## config.mk

```make
export PLATFORM = sky130hd
export DESIGN_NAME = router_fifo
export DESIGN_NICKNAME = d
export VERILOG_FILES = /design/src/rtl/router_fifo.sv
export SDC_FILE = /design/constraint.sdc
export NUM_CORES = 1
export LEC_CHECK = 0
export ABC_CLOCK_PERIOD_IN_PS = 2200
export CORE_MARGIN = 2
export CORE_UTILIZATION = 55
export CTS_BUF_LIST = sky130_fd_sc_hd__clkbuf_8
export DETAILED_ROUTE_END_ITERATION = 8
export MAX_ROUTING_LAYER = met4
export PLACE_DENSITY_LB_ADDON = 0.15
export RECOVER_POWER = 50
export SLEW_MARGIN = 40
export SYNTH_ARGS = -nofsm -noshare
export SYNTH_HDL_FRONTEND = slang
export SYNTH_SLANG_ARGS = --single-unit
```

## constraint.sdc

```tcl
create_clock -name clk -period 2.2 [get_ports clk]
set_input_delay 0.44 -clock clk [delete_from_list [all_inputs] [get_ports clk]]
set_output_delay 0.44 -clock clk [all_outputs]
set_load 0.01 [all_outputs]
```

## src/rtl/router_fifo.sv

```systemverilog
// router_fifo -- per-destination output buffer of the 1x3 router.
//
// Holds header/payload/parity bytes for one output port. Each stored word
// carries an extra bit marking the header byte, so the read side can count
// down the packet (payload + parity) and fall back to an idle output value
// once the parity byte has gone out.
//
// Build option:
//   ROUTER_FIFO_HIZ_EN  defined   -> idle data_out is all-Z (shared tristate bus)
//                       undefined -> idle data_out is all-0
//   data_out resets to 0 in both builds.
//
// Ports:
//   clk        rising-edge clock
//   resetn     synchronous active-low reset
//   soft_reset synchronous flush from the synchroniser time-out
//   write_enb  write request (this port's steering bit)
//   read_enb   read request from destination
//   lfd_state  data_in is a packet header
//   data_in    byte to store
//   data_out   registered read data
//   full       all DEPTH entries occupied (combinational)
//   empty      no entries occupied (combinational)

module router_fifo #(
  parameter int WIDTH = 8,
  parameter int DEPTH = 16
) (
  input  logic             clk,
  input  logic             resetn,
  input  logic             soft_reset,
  input  logic             write_enb,
  input  logic             read_enb,
  input  logic             lfd_state,
  input  logic [WIDTH-1:0] data_in,
  output logic [WIDTH-1:0] data_out,
  output logic             full,
  output logic             empty
);

  localparam int AW = $clog2(DEPTH);

`ifdef ROUTER_FIFO_HIZ_EN
  localparam logic [WIDTH-1:0] IDLE = {WIDTH{1'bz}};
`else
  localparam logic [WIDTH-1:0] IDLE = '0;
`endif

  logic [WIDTH:0]   mem [DEPTH];
  logic [AW:0]      wr_ptr, rd_ptr;
  logic [6:0]       pkt_cnt;
  logic             do_wr, do_rd;
  logic [WIDTH:0]   rd_word;

  // Extra pointer bit distinguishes full from empty when the indices match.
  assign empty = (wr_ptr == rd_ptr);
  assign full  = (wr_ptr[AW] != rd_ptr[AW]) && (wr_ptr[AW-1:0] == rd_ptr[AW-1:0]);

  assign do_wr   = write_enb && !full;
  assign do_rd   = read_enb && !empty;
  assign rd_word = mem[rd_ptr[AW-1:0]];

  // Storage has no reset; contents are meaningless once the pointers clear.
  always_ff @(posedge clk) begin
    if (resetn && !soft_reset && do_wr)
      mem[wr_ptr[AW-1:0]] <= {lfd_state, data_in};
  end

  always_ff @(posedge clk) begin
    if (!resetn) begin
      wr_ptr   <= '0;
      rd_ptr   <= '0;
      pkt_cnt  <= '0;
      data_out <= '0;
    end else if (soft_reset) begin
      wr_ptr   <= '0;
      rd_ptr   <= '0;
      pkt_cnt  <= '0;
      data_out <= IDLE;
    end else begin
      if (do_wr)
        wr_ptr <= wr_ptr + 1'b1;
      if (do_rd) begin
        rd_ptr   <= rd_ptr + 1'b1;
        data_out <= rd_word[WIDTH-1:0];
        // Header loads length + 1 so parity is counted as part of the packet.
        if (rd_word[WIDTH])
          pkt_cnt <= 7'(rd_word[WIDTH-1:2]) + 7'd1;
        else if (pkt_cnt != '0)
          pkt_cnt <= pkt_cnt - 7'd1;
      end else if (pkt_cnt == '0) begin
        data_out <= IDLE;
      end
    end
  end

endmodule

```

Word level (Yosys, flattened, before mapping)
Memories as Yosys holds them, arrays and structs flattened. A register that Yosys moved wholly into a read port is not among the register bits.
Index checks and enable logic that the tools add are counted.

word-level totals
  output and inout port bits = 10
  word-level logic and storage cells = 35
  RAM bits = 144
  memories = 1
  input bits = 14
  register bits after elaboration = 25

memories
  name  words  bits a word  read ports  clocked after memory_dff  write ports  RTL line  RTL
  mem   16     9            1           1                         1            49        logic [WIDTH:0] mem [DEPTH];

operators by class
  mux-type cells = 8
  reduce and logical (&&, ||, !) cells = 14
  eq/ne operators = 3
  bitwise gates (word level) = 1
  add/sub/neg operators = 4

operators with widths
  cell                 number
  $mux 8               2
  $mux 7               2
  $add 5x1->5 const B  2
  $mux 4               2
  $add 6x1->7 const B  1
  $logic_not 7->1      1
  $reduce_bool 7->1    1
  $sub 7x1->7 const B  1
  $eq 5x5->1           1
  $logic_and 1x1->1    5
  $eq 4x4->1           1
  $reduce_bool 2->1    2
  $logic_not 1->1      3
  $mux 1               2
  $reduce_and 2->1     1
  $reduce_or 2->1      1
  $ne 1x1->1           1
  $not 1->1            1

Depth between registers and ports, before layout
Gate-level depths: netlist of run 1.

  word-level depth = 7
  mapped depth = 9
  mapped depth without buffers = 8

Least setup slack after synthesis of run 1
OpenSTA, ideal clock, no wires.

  kind = register to register
  start = reg wr_ptr[3]
  end = mem mem[3][0] (netlist bit) (enable)
  period minus slack after synthesis = 2.328 ns
  setup time = 0.387 ns
  path slack = -0.128 ns
  path buffers = 2
  data arrival time = 1.942 ns
  stages on the path, launching flop included = 8
  data required time = 1.813 ns
  cell sequence = dfxtp_1 -> buf_2 -> xnor2_1 -> nand4_1 -> o21a_1 -> clkbuf_1 -> nand3_1 -> nor3_1

on the way
  word-level cells in the longest chain between the ends = 7

RTL lines
  what                          RTL line  RTL
  start, declared               50        logic [AW:0] wr_ptr, rd_ptr;
  start signal, assigned        82        wr_ptr <= wr_ptr + 1'b1;
  $eq 4x4->1                    57        assign full = (wr_ptr[AW] != rd_ptr[AW]) && (wr_ptr[AW-1:0] == rd_ptr[AW-1:0]);
  $logic_and 1x1->1             57
  $logic_not 1->1               59        assign do_wr = write_enb && !full;
  $logic_and 1x1->1             59
  $logic_and 1x1->1             65        if (resetn && !soft_reset && do_wr)
  $mux 1                        65
  $mux 1 (not written as such)  66        mem[wr_ptr[AW-1:0]] <= {lfd_state, data_in};
  end, declared                 49

Parallel ways exist; a longest one is shown, timed or not.

==> results.cfg, run 1 <==
[placed_design]
placed_cells = 633
gp_congestion = 0.790
io_buffers = 23
place_hpwl_mm = 9.26

[setup_path]
cp.arrival_ns = 2.59
critPathKind = reg -> reg
crit_required_ns = 2.59
worstSetupEndpointType = flip-flop
worstPathMaxFanout = 9
start_kind = flip-flop

[run_status]
violations = negative setup slack
outcome = finished, violations left

[logic_synthesis]
ys_warn_count = 0
synth_xor_area_share_pct = 2.13
async_flop_share_pct = 0
yosysUniqueCellTypes = 42
synth_fa_ha_area_share_pct = 1.25
yosysSeqAreaShare_pct = 70.1
synth_edf_count = 144
synth_simple_gate_area_share_pct = 6.53
synthCells = 410
synthMuxAreaShare_pct = 13.3
synth-compound-area-share_pct = 4.68
synth_top_family_by_area = multiplexers
netlist_area_mm2 = 0.00700
synth.avg_cell_area_um2 = 17.1
syn_nets = 431
synthFlopType = edfxtp_1
synth_seq_cells = 173

[clocking]
cts_tree = built
numCtsBuffers = 17
clock_sinks = 173
cts-root-buf = clkbuf_8
cts_htree_levels = 4
path_clk_slew_ns = 0.08
cts_hold_buffers = 0
clockBufferDepth = 2
insertion_delay_ns = 0.45

[global_routing]
grt_max_degree = 31
grt_usage_pct = 23.2
gr-total-overflow = 0
antenna_found_initial = 0
grt_pass1_vias = 3804
grt_pass1_wl_mm = 21.6

[power]
vdd.ir_drop.worst_uv = 564
total_power_mw = 5.81
p_leak_nw = 2.71
powerDensity_mw_per_mm2 = 700

[timing]
hold_viol = 0
fin_crit_sh_pct = 100
worst_slack_ns = -0.000591
slew_headroom_pct = 61.6
tightest_slew_ns = 0.574
hold_slack_ns = 0.465
rsz0062_at_grt = true
clock_skew_ns = 0.0106
slew_violations = 0
period_minus_slack_ns = 2.20
fmax_ghz = 0.454
setup_viol = 1

[route]
wl_mm = 13.9
wl_per_cell_um = 20.4
vias = 3851
antenna_left = 0
post_drt_via_cell_ratio = 5.67
first_pass_iters = 5
drt_iter0_drc = 295
post-route-drc-count = 0

[final_layout]
fin_nets = 515
syn_to_final_growth_pct = 18.6
final_cell_mix = edfxtp_1 (144), buf_4 (52), mux4_2 (30)
fin_util_pct = 66.3
drive_gt1_share_pct = 28.8
final_cells = 679
n_antenna_cell = 0
final_common_cell = edfxtp_1

[floorplan]
coreArea_mm2 = 0.0125
die_w_um = 117
start_util_pct = 55.9
dieArea_mm2 = 0.0136
fp-row-count = 41
ios = 24
dieHeight_um = 117

[hold_path]
hp-class = reg -> reg

[run]
maxCapViolations = 0
==> metal layers <==
layer	share of wire [%]	wire length, µm	GRT usage [%]
met1	43	5990	30.1
met2	50	6960	36.7
met3	5.3	731	6.49
met4	1.3	182	6.43
met5	0	0	-
==> synth_stat cells (all sizes together), types with 2 or more instances <==
cell	n	share of area, %
inv	4	0.21
and2	2	0.18
o21ai	8	0.57
dfxtp	29	8.3
nand3	16	1.1
edfxtp	144	62
xnor2	10	1.3
nand2	26	1.5
a21oi	19	1.4
nand4	4	0.36
nor2b	3	0.27
clkbuf	7	0.38
mux4	39	13
o21a	2	0.21
nand2b	4	0.36
xor2	7	0.88
buf	14	1.4
nor2	30	1.6
a22oi	12	1.4
or3	4	0.36
nor3	8	0.57
o221a	2	0.32
ha	7	1.3
==> final timing paths <==
path | start | to | slack (ns) | depth (start not counted)
max reg2reg | flip-flop | pkt_cnt[5] | -0.0006 | 9
max | flip-flop | pkt_cnt[5] | -0.0006 | 9
min | data_out[6] | data_out[6] | 0.46 | 2
min reg2reg | data_out[6] | data_out[6] | 0.46 | 2
==> power breakdown <==
group	internal, mW	switching, mW
combinational	0.112	0.136
clock	0.886	1.12
sequential	3.55	0.00818
==> registers in the layout, indices dropped and copies added (netlist names), named ones only <==
name,count
wr_ptr,5
rd_ptr,5
pkt_cnt,7
mem,144
data_out,8
==> critical path: stages (launching register included) <==
cell     delay, ns
dfxtp_4       0.41
buf_6         0.12
buf_12        0.13
mux4_2        0.51
a22oi_2       0.22
nand2_2       0.10
buf_4         0.16
and2_1        0.13
o221a_1       0.26
a21oi_2       0.11
==> what timing repair did <==
item / in CTS / in global routing
setup buffers: 11 / 2
cloned: 1 / 0
pin swaps: 7 / 9
gates resized for setup: 16 / 12
endpoints found under the setup margin: 8 / 8
==> through the flow <==
stage	worst slack [ns]	area (µm²)	TNS, ns
after global routing	-0.101	8300	-1.02
after CTS	0.00399	8270	0
after global placement	-0.0706	7730	-0.124
after detailed placement	-0.0954	7730	-0.314
after floorplan	-0.128	7020	-4.57
final	-0.000591	8300	-0.000591
==> cell type report <==
class | instances | area (µm²)
fillers | 911 | 4220
clock inverters | 15 | 121
flip-flops and latches | 173 | 4920
clock buffers | 17 | 234
inverters | 4 | 15.0
multi-input cells | 212 | 2020
repair buffers | 86 | 779
well taps | 172 | 215
==> cells by family (layout without fill, tap and decap cells) <==
group	count (synthesis)	in the layout
buf+inv	25	122
flops	173	173
compound gates	49	49
fa+ha+maj	7	7
simple gates	99	99
mux	40	40
xor+xnor	17	17
Note: power is estimated with default switching activity, not from simulation.
==> inputs of run 2 (changes only) <==
Settings changed: HOLD_SLACK_MARGIN from default to 0.06.
==> results of run 2 <==
Same layout as run 1: the final DEF is identical, and so are final timing and power.
